<file path="src/rtl/prog_loader_pkg.sv">
// Shared definitions for the program loader and the instruction decoder:
// field widths, opcode values, loader FSM state encoding and an opcode
// legality helper.
package prog_loader_pkg;

    localparam int OPBTS  = 5;
    localparam int OPRBTS = 11;

    localparam logic [OPBTS-1:0] HLT  = 5'b00000;
    localparam logic [OPBTS-1:0] STO  = 5'b00001;
    localparam logic [OPBTS-1:0] LD   = 5'b00010;
    localparam logic [OPBTS-1:0] LDI  = 5'b00011;
    localparam logic [OPBTS-1:0] ADD  = 5'b00100;
    localparam logic [OPBTS-1:0] ADDI = 5'b00101;
    localparam logic [OPBTS-1:0] SUB  = 5'b00110;
    localparam logic [OPBTS-1:0] SUBI = 5'b00111;

    typedef enum logic [2:0] {
        IDLE  = 3'd0,
        HIGH  = 3'd1,
        LOW   = 3'd2,
        WRITE = 3'd3,
        DONE  = 3'd4
    } state_t;

    // Any opcode above the last defined instruction is not executable.
    function automatic logic opcode_illegal(input logic [OPBTS-1:0] op);
        return (op > SUBI);
    endfunction

endpackage

</file>
<file path="src/rtl/prog_loader.sv">
// Program loader: assembles pairs of received bytes (high byte first) into
// 16-bit instruction words and writes them to program memory at consecutive
// addresses starting from 0. A load ends on a HLT word or after the word at
// the top address has been written; the address never wraps.
// Optional build macro PROG_LOADER_OPCHECK_EN: reject opcodes above SUBI,
// flag o_err, skip the write and end the load.
module prog_loader #(
    parameter int OPBTS   = prog_loader_pkg::OPBTS,
    parameter int OPRBTS  = prog_loader_pkg::OPRBTS,
    parameter int ADDRBTS = 11
) (
    input  logic                     i_clk,
    input  logic                     i_rst,
    input  logic                     i_start,
    input  logic [7:0]               i_rx_data,
    input  logic                     i_rx_valid,
    output logic                     o_wr_en,
    output logic [ADDRBTS-1:0]       o_wr_addr,
    output logic [OPBTS+OPRBTS-1:0]  o_wr_data,
    output logic                     o_busy,
    output logic                     o_done,
    output logic                     o_err
);

    import prog_loader_pkg::*;

    localparam int                 WORD_W   = OPBTS + OPRBTS;
    localparam logic [ADDRBTS-1:0] ADDR_MAX = {ADDRBTS{1'b1}};
    localparam logic [ADDRBTS-1:0] ADDR_ONE = {{(ADDRBTS-1){1'b0}}, 1'b1};

    state_t              state_r;
    state_t              state_n_s;
    logic [ADDRBTS-1:0]  addr_r;
    logic [WORD_W-1:0]   word_r;
    logic                wr_en_r;
    logic                busy_r;
    logic                done_r;
    logic                start_s;
    logic                last_s;
    logic                bad_word_s;

    // A start only counts when the loader is idle; in every other state it is ignored.
    assign start_s = (state_r == IDLE) && i_start;

    // Final word of a load: a HLT, or the top of the address space.
    assign last_s = (word_r[WORD_W-1 -: OPBTS] == HLT) || (addr_r == ADDR_MAX);

`ifdef PROG_LOADER_OPCHECK_EN
    logic err_r;

    // Illegal-opcode flag: set by a bad high byte, sticky until the next accepted start.
    always_ff @(posedge i_clk or negedge i_rst) begin
        if (!i_rst) begin
            err_r <= 1'b0;
        end else if (start_s) begin
            err_r <= 1'b0;
        end else if ((state_r == HIGH) && i_rx_valid && opcode_illegal(i_rx_data[7 -: OPBTS])) begin
            err_r <= 1'b1;
        end else begin
            err_r <= err_r;
        end
    end

    assign bad_word_s = err_r;
    assign o_err      = err_r;
`else
    assign bad_word_s = 1'b0;
    assign o_err      = 1'b0;
`endif

    // FSM state register.
    always_ff @(posedge i_clk or negedge i_rst) begin
        if (!i_rst) begin
            state_r <= IDLE;
        end else begin
            state_r <= state_n_s;
        end
    end

    // Next-state logic: bytes advance HIGH->LOW->WRITE; WRITE loops or finishes.
    always_comb begin
        state_n_s = state_r;
        case (state_r)
            IDLE: begin
                if (i_start) begin
                    state_n_s = HIGH;
                end else begin
                    state_n_s = IDLE;
                end
            end
            HIGH: begin
                if (i_rx_valid) begin
                    state_n_s = LOW;
                end else begin
                    state_n_s = HIGH;
                end
            end
            LOW: begin
                if (i_rx_valid && bad_word_s) begin
                    state_n_s = DONE;
                end else if (i_rx_valid) begin
                    state_n_s = WRITE;
                end else begin
                    state_n_s = LOW;
                end
            end
            WRITE: begin
                if (last_s) begin
                    state_n_s = DONE;
                end else begin
                    state_n_s = HIGH;
                end
            end
            DONE: begin
                state_n_s = IDLE;
            end
            default: begin
                state_n_s = IDLE;
            end
        endcase
    end

    // Byte assembly: high byte lands in the upper half, low byte in the lower half.
    always_ff @(posedge i_clk or negedge i_rst) begin
        if (!i_rst) begin
            word_r <= {WORD_W{1'b0}};
        end else if ((state_r == HIGH) && i_rx_valid) begin
            word_r[WORD_W-1 -: 8] <= i_rx_data;
        end else if ((state_r == LOW) && i_rx_valid) begin
            word_r[7:0] <= i_rx_data;
        end else begin
            word_r <= word_r;
        end
    end

    // Address counter: cleared by a start, advanced only when another word follows.
    always_ff @(posedge i_clk or negedge i_rst) begin
        if (!i_rst) begin
            addr_r <= {ADDRBTS{1'b0}};
        end else if (start_s) begin
            addr_r <= {ADDRBTS{1'b0}};
        end else if ((state_r == WRITE) && !last_s) begin
            addr_r <= addr_r + ADDR_ONE;
        end else begin
            addr_r <= addr_r;
        end
    end

    // Registered status and strobe outputs, aligned with the state they describe.
    always_ff @(posedge i_clk or negedge i_rst) begin
        if (!i_rst) begin
            wr_en_r <= 1'b0;
            busy_r  <= 1'b0;
            done_r  <= 1'b0;
        end else begin
            wr_en_r <= (state_n_s == WRITE);
            busy_r  <= (state_n_s == HIGH) || (state_n_s == LOW) || (state_n_s == WRITE);
            if (start_s) begin
                done_r <= 1'b0;
            end else if (state_n_s == DONE) begin
                done_r <= 1'b1;
            end else begin
                done_r <= done_r;
            end
        end
    end

    assign o_wr_en   = wr_en_r;
    assign o_wr_addr = addr_r;
    assign o_wr_data = word_r;
    assign o_busy    = busy_r;
    assign o_done    = done_r;

endmodule

</file>
<file path="config.mk">
export PLATFORM = sky130hd
export DESIGN_NAME = prog_loader
export DESIGN_NICKNAME = d
export VERILOG_FILES = /design/src/rtl/prog_loader_pkg.sv /design/src/rtl/prog_loader.sv
export SDC_FILE = /design/constraint.sdc
export NUM_CORES = 1
export LEC_CHECK = 0
export ABC_CLOCK_PERIOD_IN_PS = 2800
export CAP_MARGIN = 5
export CORE_MARGIN = 4
export CORE_UTILIZATION = 40
export DETAILED_ROUTE_END_ITERATION = 8
export PLACE_DENSITY_LB_ADDON = 0.3
export SYNTH_ARGS = -nofsm -noshare
export SYNTH_HDL_FRONTEND = slang
export SYNTH_SLANG_ARGS = --single-unit
</file>
<file path="constraint.sdc">
create_clock -name i_clk -period 2.8 [get_ports i_clk]
set_input_delay 0.56 -clock i_clk [delete_from_list [all_inputs] [get_ports i_clk]]
set_output_delay 0.56 -clock i_clk [all_outputs]
set_load 0.01 [all_outputs]
</file>
-- Yosys cells after proc, flatten, opt, wreduce, memory -nomap -nowiden
Index checks and enable logic that the tools add are counted.
- register bits: 33
- output and inout port bits: 31
- logic and storage cells: 39
- $add $sub $neg: 1
- eq/ne operators: 8
- multiplexer cells: 9
- bitwise operators: 1
- reductions and logical operators: 13
- operators by type and width (operator ; number):
    2-to-1 mux 11 bit ; 2
    == test 3 x 2 -> 1 bit, second input constant ; 4
    one-hot mux 3 bit (4 select lines) ; 1
    adder 11 x 1 -> 11 bit, second input constant ; 1
    == test 11 bit, second input constant ; 1
    == test 3 x 1 -> 1 bit, second input constant ; 2
    zero test 5 bit ; 1
    logical AND 1 bit ; 4
    2-to-1 mux 1 bit ; 4
    nonzero test 2 bit ; 2
    == test 3 bit, second input constant ; 1
    zero test 3 bit ; 1
    logical OR 1 bit ; 3
    2-to-1 mux 3 bit ; 1
    2-to-1 mux 2 bit ; 1
    AND reduction 2 bit ; 1
    zero test 1 bit ; 1
    inverter 1 bit ; 1

-- Longest topological paths before layout
Gate-level depths: netlist of the first run.
- depth after elaboration: 7
- depth in mapped cells: 6
- mapped depth without buffers: 5

-- Worst setup path before layout of the first run
OpenSTA, ideal clock, no wires.
- kind: reg-to-reg
- start point: reg addr_r[0], in the netlist o_wr_addr[0]
- end point: reg addr_r[9], in the netlist o_wr_addr[9]
- arrival: 1.724 ns
- data required time: 2.723 ns
- setup slack: 0.998 ns
- cell stages (with the launch flop): 7
- path through: dfrtp_1 -> ha_1 -> and3_1 -> and3_4 -> buf_6 -> or4_1 -> a21oi_1
- word-level cells in the longest chain between the ends: 5
- elaborated cells on any way between the ends: 8
- ends and longest elaborated chain (element ; line ; RTL):
    from (decl) ; prog_loader.sv:33 ; logic [ADDRBTS-1:0] addr_r;
    from (signal assigned) ; prog_loader.sv:139 ; addr_r <= {ADDRBTS{1'b0}};
    from (signal assigned) ; prog_loader.sv:141 ; addr_r <= {ADDRBTS{1'b0}};
    from (signal assigned) ; prog_loader.sv:143 ; addr_r <= addr_r + ADDR_ONE;
    parallel branches: the longest is 5 deep, another holds adder 11 x 1 -> 11 bit ; -- ;
Parallel ways; which one is timed is not known. The select of a mux whose other input is x is not followed.
A chain may end at the register's enable or synchronous reset.

-- Worst setup path in the final report of the first run
- start point: reg word_r[12], in the netlist o_wr_data[12]
- end point: out o_wr_data[12]
- RTL lines (element ; line ; RTL):
    from (decl) ; prog_loader.sv:34 ; logic [WORD_W-1:0] word_r;
    from (signal assigned) ; prog_loader.sv:126 ; word_r <= {WORD_W{1'b0}};
    from (signal, indexed assignment) ; prog_loader.sv:128 ; word_r[WORD_W-1 -: 8] <= i_rx_data;
    from (signal assigned) ; prog_loader.sv:132 ; word_r <= word_r;
    to (decl) ; prog_loader.sv:19 ; output logic [OPBTS+OPRBTS-1:0] o_wr_data,
No word-level cell between the ends.

==> summary.txt, run 1 <==
Yosys
  • Average cell area after synthesis: roughly 12 um^2
  • Asr flop ratio synth: 100.0%
  • Number of synthesized register bits: 33
  • Syn Nets: 136
  • Sequential area share after synthesis: 54.73%
  • Top area cells in the synthesized netlist: dfrtp_1 55%, mux2_2 13%, mux2i_1 3.3%
  • Proportion of synthesized area in mux cells: approximately 16%
  • Main combinational cell family by area after synthesis: simple AND/OR/NAND/NOR gates
  • Post-synth top area cell: dfrtp_1
  • Count of cell types in the netlist: 38
  • EDFF count, synth: 0
  • Synth Area in XOR/XNOR: 0%
  • Dominant synthesized flop cell: dfrtp_1
  • Synth Area in Compound Gates: under 10%
  • Synth Area in Adders: less than 1%
  • Synth top area share: a little over half
  • Post-Synth Simple-Gate Area: approximately 17%
  • Synth warnings: 0
  • Mapped cell area: approximately 1500 um^2
  • Gate Count Post-Synth: ~120

Cells and area
  • Ant diodes: 0
  • Nets: 182
  • Most frequent cells in the layout: 41 x clkdlybuf4s50_1, 33 x dfrtp_1, 17 x mux2_2, 11 x nand2_1
  • Synthesis-to-finish area growth: 39.55%
  • Fin area: roughly 2100 um^2
  • Layout cells sized above 1: 22.94%
  • Commonest non-fill, non-tap cell in the layout: clkdlybuf4s50_1

Critical path
  • Slowest-stage cell, CP: clkdlybuf4s50_1
  • CP delay by family, top: buffers and inverters
  • Max stage delay on crit path: 0.60 ns
  • Critical path, cell by cell: clkdlybuf4s50_1
  • Crit-path max FO: 6
  • R2R Setup Slk: 1.00 ns
  • CP Class: reg -> out
  • FF-to-FF path depth: 5
  • Levels on crit path: 1
  • WP buf/inv: 1
  • CP Launch Type: flop
  • Crit path DAT: 1.36 ns
  • Req. time, crit path: roughly 2.2 ns
  • Crit. End Element: primary output

Global route
  • Initial antenna violation count: 0
  • Remaining Overflow, GRT: 0
  • First-pass GRT wire length: 5388 um
  • Vias in the first global route: between 1000 and 1500
  • GRT Total Usage: ~14%
  • Pin count of the biggest net entering global routing: 34

Floorplanning
  • CORE AREA: between 3000 and 4000 um^2
  • Die Wd: 69.42 um
  • Die area: between 4000 and 5000 um^2
  • Die H: 69.42 um
  • Core Rows: 22
  • Initial core utilization: around 40%
  • I/O pins: 43

Power and ir drop
  • PwrDens: approximately 990 nW/um^2
  • Leakage power: about 0.86 nW
  • Peak supply drop: roughly 0.52 mV

Clock tree
  • CTS tree: done
  • CTS Root Cell: clkbuf_8
  • Clock-pin slew on the worst setup and hold paths: approximately 0.070 ns
  • H-tree lvl count: 2
  • TritonCTS buffer count: 5
  • CTS max path bufs: 2
  • Clock tree sinks: 33
  • Post-CTS setup buffer count: 0
  • Post-cts sizing count: 0
  • Skew-Pair Late Insertion Delay: around 0.28 ns
  • Post-CTS Hold Fix Bufs: 0

Place
  • Post-DP Area: around 2000 um^2
  • DP Wirelength: 2303 um
  • GPL Wtd Cong: 0.8018
  • Port buffer count: between 40 and 50

Drt
  • Drt drc: 0
  • Wire per inst: around 15 um
  • Final ANT Viol Nets: 0
  • Initial DRT Pass Iterations: 5
  • Final Routed Wirelength: between 3000 and 4000 um
  • Vias per cell: between 5 and 6
  • DRT iter0 DRCs: 47
  • Routed via count: approximately 1100

STA
  • Fin crit share: about two thirds
  • Fin. Hold Viols: 0
  • RSZ-0062 raised after global routing: no
  • WHS: 0.5003 ns
  • Final slew viol count: 0
  • Final setup viols: 0
  • Skew final: approximately 0.0025 ns
  • Minimum clock period: ~1.9 ns
  • F_max: between 500 and 600 MHz
  • Setup TNS: 0 ns

Outcome
  • Outcome: complete, no violations

Worst hold path
  • WHS Path Cells: 1
  • Min-Delay Path Class: reg -> reg

Flow run
  • Max-cap viol count: 0
routing by layer:
layer	up-vias	share of wire [%]	routed length [um]	GRT usage, %
li1	540	-	-	-
met1	552	45	1429	16.90
met2	26	47	1510	22.88
met3	8	5.6	178	4.203
met4	0	2.1	67	7.809
met5	-	0	0	0
report_power, final:
part	leakage, nW	switching [mW]	internal, mW
combinational	0.379	0.295	0.471
sequential	0.416	0.144	0.645
clock	0.0681	0.173	0.353
total	0.863	0.612	1.47
cells in the mapped netlist, types with 3 or more instances:
master and instances:
a21oi_1 5, buf_2 3, dfrtp_1 33, mux2_2 17, mux2i_1 5, nand2_1 11
nor2_1 4, nor3_1 3, o31ai_1 3, or4_1 4
path summary, 6_finish.rpt:
kind	startpoint	endpoint
setup / recovery	o_wr_data[12]$_DFFE_PN0P_	o_wr_data[12]
hold / removal	o_done$_DFFE_PN0P_	o_done$_DFFE_PN0P_
setup reg to reg	o_wr_addr[0]$_DFFE_PN0P_	o_wr_addr[9]$_DFFE_PN0P_
hold reg to reg	o_done$_DFFE_PN0P_	o_done$_DFFE_PN0P_
max in group asynchronous	i_rst	o_wr_addr[9]$_DFFE_PN0P_
min in group asynchronous	i_rst	o_wr_data[3]$_DFFE_PN0P_
area by class of cell:
type	instances	area (um^2)
clock buffers	5	68.82
clock inverters	3	65.06
fillers	315	1555
inverters	2	7.507
multi-input cells	82	638.1
flip-flops and latches	33	825.8
well taps	48	60.06
repair buffers	45	440.4
sequential cells by signal, summed over array words and instances (netlist names):
register and count:
o_wr_addr 11, o_done 1, o_busy 1, o_wr_en 1, state_r 3, o_wr_data 16
per-stage QoR:
step / cells / util (%) / total power [mW] / setup slack, ns
6_report: 218 / 57.52 / 2.081 / 0.8832
5_1_grt: 218 / 57.52 / 2.208 / 0.8192
4_1_cts: 218 / 57.52 / 2.106 / 0.8728
3_3_place_gp: 210 / 53.86 / 1.551 / 0.6784
2_1_floorplan: 123 / - / 1.155 / 0.9983
3_5_place_dp: 210 / 53.86 / 1.573 / 0.6358
logic make-up (layout without fill, tap and decap cells):
kind of cell / after synthesis / in the layout
other cells: 1 / 1
flops: 33 / 33
buf+inv: 8 / 55
fa+ha+maj: 1 / 1
simple gates: 40 / 40
compound gates: 18 / 18
mux: 22 / 22
Power figures use the tool's default switching activity.
==> inputs of run 2 (changes only) <==
- ABC_CLOCK_PERIOD_IN_PS: 2800 -> 1690
- clock period: 2.8 -> 1.69 ns (I/O delays scaled with it)
==> summary.txt, run 2 (synthesized netlist as in run 1, its figures left out) <==
Outcome
  • Outcome: complete, no violations (unchanged)

Critical path
  • Req. time, crit path: 1.35 ns (was 2.24 ns)
  • CP Launch Type: flop (unchanged)
  • Slowest-stage cell, CP: clkdlybuf4s50_1 (unchanged)
  • FF-to-FF Start: o_wr_addr[0]$_DFFE_PN0P_ (unchanged)
  • Levels on crit path: 2 (was 1)
  • CP Class: reg -> out (unchanged)
  • Worst setup path startpoint: o_wr_addr[0]$_DFFE_PN0P_ (was o_wr_data[12]$_DFFE_PN0P_)
  • Critical path, cell by cell: buf_4 -> clkdlybuf4s50_1 (was clkdlybuf4s50_1)
  • Crit-path max FO: 5 (was 6)
  • CP delay by family, top: buffers and inverters (unchanged)
  • Max stage delay on crit path: 0.47 ns (was 0.60 ns)
  • Crit path DAT: 1.30 ns (was 1.36 ns)
  • Crit. End Element: primary output (unchanged)
  • FF-to-FF path depth: 5 (unchanged)
  • WP buf/inv: 2 (was 1)

STA
  • RSZ-0062 raised after global routing: yes (was no)
  • Final slew viol count: 0 (unchanged)
  • WHS: 0.4566 ns (was 0.5003 ns)
  • Minimum clock period: 1.639 ns
  • Worst setup margin: 0.05078 ns (was 0.8832 ns)
  • Fin. Hold Viols: 0 (unchanged)
  • Fin crit share: 97.00%
  • Skew final: 0.006154 ns (was 0.002473 ns)
  • F_max: just over 600 MHz
  • Setup TNS: 0 ns (unchanged)
  • Final setup viols: 0 (unchanged)

Clock tree
  • CTS tree: done (unchanged)
  • H-tree lvl count: 2 (unchanged)
  • CTS max path bufs: 2 (unchanged)
  • Skew-Pair Late Insertion Delay: 0.29 ns (was 0.28 ns)
  • CTS Root Cell: clkbuf_8 (unchanged)
  • Clock tree sinks: 33 (unchanged)
  • TritonCTS buffer count: 5 (unchanged)
  • Clock-pin slew on the worst setup and hold paths: 0.07 ns (about the same)

Drt
  • Wire per inst: 14.66 um (was 14.61 um)
  • Drt drc: 0 (unchanged)
  • Final Routed Wirelength: 3342 um (was 3184 um)
  • Routed via count: 1185 (was 1126)
  • Final ANT Viol Nets: 0 (unchanged)
  • DRT iter0 DRCs: 61 (was 47)
  • Vias per cell: 5.197 (was 5.165)
  • Initial DRT Pass Iterations: 4 (was 5)

Cells and area
  • Synthesis-to-finish area growth: 46.19% (was 39.55%)
  • Max reg flops: 16 (unchanged)
  • Fin cells: 228 (was 218)
  • Most frequent cells in the layout: 39 x clkdlybuf4s50_1, 29 x dfrtp_1, 17 x mux2_2, 14 x buf_4, 11 x nand2_1 (was 41 x clkdlybuf4s50_1, 33 x dfrtp_1, 17 x mux2_2, 11 x nand2_1)
  • Filler Cells Inserted: 306 (was 315)
  • Commonest non-fill, non-tap cell in the layout: clkdlybuf4s50_1 (unchanged)
  • Ant diodes: 0 (unchanged)
  • Nets: 192 (was 182)
  • Layout cells sized above 1: 32.22% (was 22.94%)

Floorplanning
  • Initial core utilization: 41.22% (unchanged)
  • Die H: 69.42 um (unchanged)
  • I/O pins: 43 (unchanged)
  • Die area: 4819 um^2 (unchanged)
  • CORE AREA: 3661 um^2 (unchanged)
  • Die Wd: 69.42 um (unchanged)
  • Core Rows: 22 (unchanged)

Place
  • DP Wirelength: 2439 um (was 2303 um)
  • Pre-CTS setup slack: -0.2221 ns (was 0.6358 ns)
  • Port buffer count: 41 (unchanged)
  • GPL Wtd Cong: 0.8025 (was 0.8018)
  • Cells after DPL: 219 (was 210)

Global route
  • First-pass GRT wire length: 5630 um (was 5388 um)
  • Pin count of the biggest net entering global routing: 34 (unchanged)
  • Remaining Overflow, GRT: 0 (unchanged)
  • Initial antenna violation count: 0 (unchanged)
  • GRT Total Usage: 14.85% (was 14.19%)
  • Vias in the first global route: 1248 (was 1145)

Power and ir drop
  • Total chip power: 3.481 mW (was 2.081 mW)
  • PwrDens: 1578 nW/um^2 (was 988.4 nW/um^2)
  • Peak supply drop: 1.069 mV (was 0.5212 mV)
  • Leakage power: 0.9182 nW (was 0.8634 nW)

Flow run
  • Max-cap viol count: 0 (unchanged)

Worst hold path
  • Min-Delay Path Class: in -> async (was reg -> reg)
-- run 2: cell count changes in the layout (fill, tap and decap cells not counted), moves of 2 or more --
cell / delta
buf_4: +10
dfrtp_1: -4
dfrtp_2: +4
clkdlybuf4s50_1: -2
dlymetal6s2s_1: +2
-- run 2: worst paths after layout --
kind / endpoint / slack [ns]
worst max-delay path: o_wr_addr[0] / 0.05
worst min register to register: o_wr_data[5]$_DFFE_PN0P_ / 0.51
max in group asynchronous: o_wr_addr[0]$_DFFE_PN0P_ / 0.91
min in group i_clk: o_wr_data[5]$_DFFE_PN0P_ / 0.51
worst max register to register: o_wr_addr[7]$_DFFE_PN0P_ / 0.06
worst min-delay path: o_wr_addr[4]$_DFFE_PN0P_ / 0.46
-- run 2: through the flow --
| stage | area, um^2 | utilization (%) |
|---|---|---|
| finish | 2206 | 60.25 |
| global route | 2206 | 60.25 |
| CTS | 2177 | 59.47 |
| detailed placement | 2048 | 55.95 |
| global placement | 2048 | 55.95 |
| floorplan | 1518 | - |
-- run 2: timing repair --
action / CTS / global route
buffers inserted: 1 / 0
hold buffers: 0 / 0
setup endpoints to repair: 2 / 6
resized for setup: 1 / 8
hold endpoints to repair: 0 / 0
-- run 2: area by class of cell --
type / instances / area [um^2] / share of cell area (%)
repair buffers: 55 / 520.5 / 23.60
multi-input cells: 82 / 666.9 / 30.23
well taps: 48 / 60.06 / 2.723
clock buffers: 6 / 82.58 / 3.744
flip-flops and latches: 33 / 830.8 / 37.66
inverters: 2 / 7.507 / 0.3403
clock inverters: 2 / 37.54 / 1.702
-- run 2: layer usage --
| metal | GRT usage (%) | vias up | routed length [um] |
|---|---|---|---|
| met5 | 0 | - | 0 |
| met4 | 5.206 | 0 | 33 |
| met3 | 5.362 | 5 | 156 |
| met2 | 25.42 | 29 | 1698 |
| met1 | 17.02 | 586 | 1453 |
| li1 | - | 565 | - |
-- run 2: where the power goes --
| part | leakage (nW) | internal, mW | switching (mW) |
|---|---|---|---|
| registers | 0.411 | 1.07 | 0.196 |
| logic | 0.450 | 0.861 | 0.574 |
| clock network | 0.0574 | 0.479 | 0.297 |
| total | 0.918 | 2.41 | 1.07 |
==> inputs of run 3 (changes only) <==
--- a/config.mk
+++ b/config.mk
@@ -7,7 +7,7 @@
 export LEC_CHECK = 0
 export ABC_CLOCK_PERIOD_IN_PS = 1690
-export CAP_MARGIN = 5
+export CAP_MARGIN = 10
 export CORE_MARGIN = 4
-export CORE_UTILIZATION = 40
+export CORE_UTILIZATION = 25
 export DETAILED_ROUTE_END_ITERATION = 8
 export PLACE_DENSITY_LB_ADDON = 0.3
==> constraint.sdc (replaced) <==
create_clock -name i_clk -period 1.69 [get_ports i_clk]
set_input_delay 0.338 -clock i_clk [delete_from_list [all_inputs] [get_ports i_clk]]
set_output_delay 0.338 -clock i_clk [all_outputs]
set_load 0.005 [all_outputs]
==> summary.txt, run 3 (synthesized netlist as in run 1, its figures left out) <==
Cells and area
  • Layout cells sized above 1: 29.44% (was 32.22%)
  • Filler Cells Inserted: 602 (was 306)
  • Fin area: 2198 um^2 (was 2206 um^2)
  • Fin cells: 255 (was 228)
  • Final core occ: 37.35% (was 60.25%)
  • Most frequent cells in the layout: 41 x clkdlybuf4s50_1, 32 x dfrtp_1, 17 x mux2_2, 14 x buf_4, 11 x nand2_1 (was 39 x clkdlybuf4s50_1, 29 x dfrtp_1, 17 x mux2_2, 14 x buf_4, 11 x nand2_1)
  • Commonest non-fill, non-tap cell in the layout: clkdlybuf4s50_1 (unchanged)
  • Nets: 192 (unchanged)
  • Ant diodes: 0 (unchanged)
  • Max reg flops: 16 (unchanged)
  • Synthesis-to-finish area growth: 45.69% (was 46.19%)

STA
  • Setup TNS: 0 ns (unchanged)
  • Minimum clock period: 1.638 ns (was 1.639 ns)
  • Fin. Hold Viols: 0 (unchanged)
  • Final slew viol count: 0 (unchanged)
  • RSZ-0062 raised after global routing: yes (unchanged)
  • Worst setup margin: 0.05165 ns (was 0.05078 ns)
  • F_max: 610.4 MHz (was 610.0 MHz)
  • Skew final: 0.005766 ns (was 0.006154 ns)
  • Final setup viols: 0 (unchanged)
  • WHS: 0.4726 ns (was 0.4566 ns)
  • Fin crit share: 96.94% (was 97.00%)

Critical path
  • Crit. End Element: primary output (unchanged)
  • R2R Setup Slk: 0.06 ns (about the same)
  • Critical path endpoint: o_wr_addr[4] (was o_wr_addr[0])
  • Crit-path max FO: 4 (was 5)
  • Req. time, crit path: 1.35 ns (about the same)
  • CP Launch Type: flop (unchanged)
  • FF-to-FF Start: o_wr_data[14]$_DFFE_PN0P_ (was o_wr_addr[0]$_DFFE_PN0P_)
  • Reg-to-reg endpoint: o_wr_addr[5]$_DFFE_PN0P_ (was o_wr_addr[7]$_DFFE_PN0P_)
  • Crit path DAT: 1.30 ns (about the same)
  • FF-to-FF path depth: 4 (was 5)
  • Worst setup path startpoint: o_wr_addr[4]$_DFFE_PN0P_ (was o_wr_addr[0]$_DFFE_PN0P_)
  • CP Class: reg -> out (unchanged)

Global route
  • Pin count of the biggest net entering global routing: 34 (unchanged)
  • GRT Total Usage: 10.41% (was 14.85%)
  • Initial antenna violation count: 0 (unchanged)
  • First-pass GRT wire length: 6037 um (was 5630 um)
  • Vias in the first global route: 1213 (was 1248)
  • Remaining Overflow, GRT: 0 (unchanged)

Flow run
  • Max-cap viol count: 0 (unchanged)

Power and ir drop
  • Switch share: 29.41% (was 30.65%)
  • Sequential Power Share: 40.0% (was 36.5%)
  • Peak supply drop: 0.6023 mV (was 1.069 mV)
  • Leakage power: 0.8808 nW (was 0.9182 nW)
  • Clk pwr share: 17.8% (was 22.3%)
  • Total chip power: 3.155 mW (was 3.481 mW)
  • PwrDens: 1435 nW/um^2 (was 1578 nW/um^2)
  • Combinational fraction of design power: 42.2% (was 41.2%)
  • NetSw: 928.0 uW (was 1.067 mW)
  • Internal power: 2.227 mW (was 2.414 mW)

Worst hold path
  • Min-Delay Path Class: in -> async (unchanged)

Floorplanning
  • Die area: 7343 um^2 (was 4819 um^2)
  • CORE AREA: 5886 um^2 (was 3661 um^2)
  • Initial core utilization: 25.64% (was 41.22%)
  • Die Wd: 85.69 um (was 69.42 um)
  • I/O pins: 43 (unchanged)
  • Core Rows: 28 (was 22)
  • Die H: 85.69 um (was 69.42 um)

Clock tree
  • Post-CTS Hold Fix Bufs: 0 (unchanged)
  • CTS max path bufs: 2 (unchanged)
  • Clock-pin slew on the worst setup and hold paths: 0.07 ns (about the same)
  • H-tree lvl count: 2 (unchanged)
  • Skew-Pair Late Insertion Delay: 0.28 ns (was 0.29 ns)
  • TritonCTS buffer count: 5 (unchanged)
  • CTS Root Cell: clkbuf_8 (unchanged)
  • Clock tree sinks: 33 (unchanged)
  • CTS tree: done (unchanged)

Drt
  • Final Routed Wirelength: 3433 um (was 3342 um)
  • Final ANT Viol Nets: 0 (unchanged)
  • Vias per cell: 4.663 (was 5.197)
  • DRT iter0 DRCs: 49 (was 61)
  • Routed via count: 1189 (was 1185)
  • Drt drc: 0 (unchanged)
  • Wire per inst: 13.46 um (was 14.66 um)
  • Initial DRT Pass Iterations: 4 (unchanged)

Place
  • Post-DP Area: 2081 um^2 (was 2048 um^2)
  • GPL Wtd Cong: 0.7177 (was 0.8025)
  • Cells after DPL: 246 (was 219)
  • DP Wirelength: 2519 um (was 2439 um)
  • Pre-CTS setup slack: -0.2442 ns (was -0.2221 ns)
  • Port buffer count: 41 (unchanged)

Outcome
  • Outcome: complete, no violations (unchanged)
## run 3: changes by cell type in the layout (fill, tap and decap cells not counted), sizes merged
cell,before,now
bufinv,1,0
clkbuf,6,8
clkdlybuf4s50,39,41
clkinvlp,1,0
dlymetal6s2s,2,0
## run 3: how the worst min path moves through the flow
stage                     cells past startpoint  slack, ns                startpoint                        to
after global placement                        1       0.49  o_wr_data[8]$_DFFE_PN0P_  o_wr_data[8]$_DFFE_PN0P_
final                                         2       0.47                     i_rst  o_wr_addr[7]$_DFFE_PN0P_
after CTS                                     2       0.48                     i_rst  o_wr_addr[7]$_DFFE_PN0P_
after global routing                          2       0.51                     i_rst  o_wr_addr[3]$_DFFE_PN0P_
after floorplan                               0       0.04                     i_rst          o_busy$_DFF_PN0_
after detailed placement                      1       0.50  o_wr_data[1]$_DFFE_PN0P_  o_wr_data[1]$_DFFE_PN0P_
## run 3: critical path: stages, from the launching register on
cell and delay (ns):
dfrtp_1 0.40, buf_4 0.14, clkdlybuf4s50_1 0.49
## run 3: final cells by class
| class | instances | area (um^2) | area share (%) |
|---|---|---|---|
| Tap cell | 75 | 93.84 | 4.269 |
| Sequential cell | 33 | 827.0 | 37.62 |
| Timing Repair Buffer | 55 | 515.5 | 23.45 |
| Clock buffer | 8 | 80.08 | 3.643 |
| Multi-Input combinational cell | 82 | 674.4 | 30.68 |
| Inverter | 2 | 7.507 | 0.3415 |
## run 3: metal layers
layer | part of all wire (%) | track usage (%)
met1 | 45 | 13.04
met2 | 48 | 16.67
met3 | 6.0 | 4.035
met4 | 0.50 | 3.022
met5 | 0 | 0
## run 3: power by group through the flow
stage               clock network (mW)  registers, mW  logic (mW)
finish                           0.560           1.26        1.33
global route                     0.625           1.32        1.46
CTS                              0.594           1.26        1.34
detailed placement                   0           1.27        1.34
global placement                     0           1.27        1.32
floorplan                            0           1.27       0.551
## run 3: timing repair
item / in CTS / in global routing
resized for setup: 0 / 7
buffers inserted: 0 / 1
setup endpoints to repair: 0 / 8
==> variant 1, RTL diff (settings of run 2) <==
Build with the macro `PROG_LOADER_OPCHECK_EN` defined.
--- a/src/rtl/prog_loader.sv
+++ b/src/rtl/prog_loader.sv
@@ -4,6 +4,8 @@
 // the top address has been written; the address never wraps.
 // Optional build macro PROG_LOADER_OPCHECK_EN: reject opcodes above SUBI,
 // flag o_err, skip the write and end the load.
+`define PROG_LOADER_OPCHECK_EN
+
 module prog_loader #(
     parameter int OPBTS   = prog_loader_pkg::OPBTS,
     parameter int OPRBTS  = prog_loader_pkg::OPRBTS,
Behaviour: not the same (Yosys sat finds a counterexample within 4 cycles, from zero or initial values and one cycle with i_rst low).
==> variant 1 against run 2 <==
- power rose by 4.3%
- final area rose by 4.1%
- clock skew fell by 4.4 ps
- routed wire length rose by 8.2%
- die area rose by 1.5%
- setup slack got worse by 19 ps
- synthesized area rose by 1.7%
- sequential share of layout area fell by 0.50 points
- sequential cell count rose by 1
- cell count rose by 4.4%
- critical endpoint unchanged
==> variant 1: results <==
{
  "status": "finished, final reports clean",
  "wl_per_cell_microns": 15.2,
  "ir_drop_mv": 0.793,
  "fp.dieW_microns": 69.9,
  "multi_input_area_sq_um": 694,
  "clock_area_share_pct": 6.21,
  "synth.net_count": 142,
  "io_buffers": 42,
  "routed-via-count": 1254,
  "hpwl_microns": 2680,
  "synth_compound_area_share_pct": 11.2,
  "netlist_top_cells_area": "dfrtp_1, mux2_2, mux2i_1, nand2_1, nand3_1",
  "dp_cells": 230,
  "fin_skew_ps": 1.80,
  "grt_max_degree": 35,
  "muxShareOfSynthArea_pct": 15.0,
  "multi_input_gates": 92,
  "layout.nonclk_buf_share_pct": 23.4,
  "fill_cells": 303,
  "seq_cells": 34,
  "grt_usage_pct": 15.7,
  "power_density_nw_per_um2": 1580,
  "layout-drive-gt1-share_pct": 25.8,
  "gp_congestion": 0.802,
  "seq_area_sq_um": 853,
  "postCtsSetupBuffers": 0,
  "grt_pass1_wl_microns": 6130,
  "cpPeakStageDelay_ps": 540,
  "synthAdderAreaFrac_pct": 0.816,
  "p_leak_nw": 0.971,
  "synth_commonest_cells": "dfrtp_1, mux2_2, nand2_1",
  "via_per_inst": 5.27,
  "ys_seq_area_share_pct": 55.5,
  "buffers": 54,
  "nets": 202
}
variant 1: worst paths after layout:
| kind | to | startpoint | depth (start not counted) | slack [ps] |
|---|---|---|---|---|
| worst max-delay path | o_wr_addr[0] | o_wr_addr[0] | 2 | 30 |
| worst min-delay path | o_wr_data[8] | i_rst | 2 | 480 |
| worst max register to register | o_wr_addr[8] | o_wr_data[15] | 4 | 70 |
| worst min register to register | o_wr_data[4] | o_wr_data[4] | 1 | 510 |
| max in group asynchronous | o_wr_data[12] | i_rst | 2 | 880 |
| min in group i_clk | o_wr_data[4] | o_wr_data[4] | 1 | 510 |
variant 1: routing by layer:
| layer | global-route usage, % | wire [microns] |
|---|---|---|
| met5 | 0 | 0 |
| met3 | 4.32 | 143 |
| met2 | 26.4 | 1920 |
| met4 | 5.32 | 44 |
| met1 | 19.4 | 1500 |
variant 1: where the power goes:
group          internal (mW)  switching [mW]
clock network          0.629           0.281
registers               1.10           0.216
logic                  0.842           0.565
==> variant 2, RTL diff (settings of run 2) <==
Made on the original files. Register the input `i_start` before use, with the module's reset. The logic sees it one clock later. The other inputs are not delayed to match.
--- a/src/rtl/prog_loader.sv
+++ b/src/rtl/prog_loader.sv
@@ -28,6 +28,16 @@
     localparam logic [ADDRBTS-1:0] ADDR_MAX = {ADDRBTS{1'b1}};
     localparam logic [ADDRBTS-1:0] ADDR_ONE = {{(ADDRBTS-1){1'b0}}, 1'b1};
 
+    logic i_start_q;
+
+    always_ff @(posedge i_clk or negedge i_rst) begin
+        if (!i_rst) begin
+            i_start_q <= '0;
+        end else begin
+            i_start_q <= i_start;
+        end
+    end
+
     state_t              state_r;
     state_t              state_n_s;
     logic [ADDRBTS-1:0]  addr_r;
@@ -40,7 +50,7 @@
     logic                bad_word_s;
 
     // A start only counts when the loader is idle; in every other state it is ignored.
-    assign start_s = (state_r == IDLE) && i_start;
+    assign start_s = (state_r == IDLE) && i_start_q;
 
     // Final word of a load: a HLT, or the top of the address space.
     assign last_s = (word_r[WORD_W-1 -: OPBTS] == HLT) || (addr_r == ADDR_MAX);
@@ -82,7 +92,7 @@
         state_n_s = state_r;
         case (state_r)
             IDLE: begin
-                if (i_start) begin
+                if (i_start_q) begin
                     state_n_s = HIGH;
                 end else begin
                     state_n_s = IDLE;
Function: changed (Yosys sat finds a counterexample within 4 cycles, from zero or initial values and one cycle with i_rst low).
==> variant 2 against run 2 <==
- synthesized area is 2.8% higher
- sequential cell count rose by 1
- count of clock-buffer cells in the layout grew 1
- clock skew down 3.7 ps
- power fell by 3.7%
- routed wire length is 4.0% higher
- setup slack got worse by 12 ps
- final area up 0.28%
==> variant 2: results <==
{
  "via_per_inst": 5.31,
  "grt_pass1_vias": 1299,
  "nets": 198,
  "path_max_fanout": 7,
  "synth_commonest_cells": "dfrtp_1, mux2_2, nand2_1",
  "async_flop_share_pct": 100,
  "final_antenna_net_count": 0,
  "wl_per_cell_microns": 14.9,
  "synthAdderAreaFrac_pct": 0.806,
  "p_leak_nw": 0.912,
  "wl_met3_microns": 270,
  "ys_seq_area_share_pct": 54.8,
  "drtPass1Iterations": 4,
  "grt_max_degree": 35,
  "netlist_top_cells_area": "dfrtp_1, mux2_2, mux2i_1, nand2_1, nand2b_1",
  "grt_pass1_wl_microns": 5870,
  "muxShareOfSynthArea_pct": 16.2,
  "antennaDiodeCount": 0,
  "yosysUniqueCellTypes": 36,
  "path_clk_slew_ps": 70,
  "h-tree-depth": 2,
  "ir_drop_mv": 0.924,
  "cts_root_buffer": "clkbuf_8",
  "synth_xor_area_share_pct": 0,
  "grt_usage_pct": 15.0,
  "ys_warn_count": 0,
  "status": "finished, final reports clean",
  "largest_reg_flops": 16,
  "layout-drive-gt1-share_pct": 28.5,
  "postCtsSetupBuffers": 0,
  "cts_buffers": 5,
  "synth_compound_area_share_pct": 8.15,
  "routed.top_layer": "met4",
  "hold_viol_final": 0,
  "clock_latency_ps": 280,
  "gp_congestion": 0.846,
  "first_iter_violations": 121,
  "clk_path_buf_depth": 2,
  "fin_skew_ps": 2.45,
  "dpl-instance-area_sq_um": 2110,
  "io_buffers": 41,
  "m1WireLength_microns": 1600,
  "hold_class": "in2async",
  "fill_cells": 334,
  "synth.net_count": 141,
  "met2_length_microns": 1580,
  "hpwl_microns": 2520,
  "relSlewSlack_pct": 64.8,
  "antenna_found_initial": 0
}
## variant 2: cell types whose count changed in the layout (fill, tap and decap cells not counted), sizes merged, moves of 3 or more
cell	run 2	this run
nor4	0	4
or4	5	1
nand2b	1	4
nand4	1	4
## variant 2: area by class of cell
class                           count  area, sq um  area share [%]
Tap cell                           48         60.1            2.71
Inverter                            1         3.75           0.170
Timing Repair Buffer               55          514            23.2
Multi-Input combinational cell     88          687            31.1
Sequential cell                    34          856            38.7
Clock inverter                      1         5.00           0.226
Clock buffer                        7         86.3            3.90
## variant 2: worst max-delay path, stage by stage, from the launching register on
cell and delay [ps]:
dfrtp_1 410, or4_4 590, o211a_4 280, a31oi_1 180, a311oi_1 70
## variant 2: final timing paths
kind	from	depth (start not counted)	end	slack, ps
hold / removal	i_rst	2	o_wr_addr[6]	460
setup / recovery	o_wr_data[11]	4	o_wr_addr[8]	40
max in group asynchronous	i_rst	2	o_wr_data[12]	900
min in group i_clk	o_wr_data[10]	1	o_wr_data[10]	510
setup reg to reg	o_wr_data[11]	4	o_wr_addr[8]	40
hold reg to reg	o_wr_data[10]	1	o_wr_data[10]	510
## variant 2: logic make-up (layout without fill, tap and decap cells)
group,count (synthesis),count (layout)
muxes,23,23
AOI/OAI and AO/OA,17,17
adders and majority gates,1,1
buffers and inverters,6,64
DFF,34,34
and+or+nand+nor,46,46
other,1,1
## variant 2: per-stage QoR
stage | utilization [%] | TNS (ps) | cells | setup WS (ps)
6_report | 59.5 | 0 | 234 | 38.9
5_1_grt | 59.5 | -126 | 234 | -50.4
4_1_cts | 59.1 | 0 | 234 | 16.6
3_5_place_dp | 56.7 | -1210 | 226 | -124
3_3_place_gp | 56.7 | -784 | 226 | -95.8
2_1_floorplan | - | 0 | 128 | 102
## variant 2: timing repair
| item | in CTS | in global routing |
|---|---|---|
| hold buffers | 0 | 0 |
| cloned | 0 | 0 |
| hold endpoints to repair | 0 | 0 |
| setup endpoints to repair | 1 | 8 |
| resized for setup | 1 | 6 |
## variant 2: metal layers
layer / GRT usage [%] / vias up
met5: 0 / -
met4: 6.17 / 0
met3: 6.19 / 4
met2: 22.3 / 58
met1: 19.0 / 591
li1: - / 589
## variant 2: power by group
| part | leakage (nW) | switching (mW) | internal, mW |
|---|---|---|---|
| clock | 0.0482 | 0.284 | 0.328 |
| sequential | 0.422 | 0.215 | 1.10 |
| combinational | 0.442 | 0.554 | 0.875 |
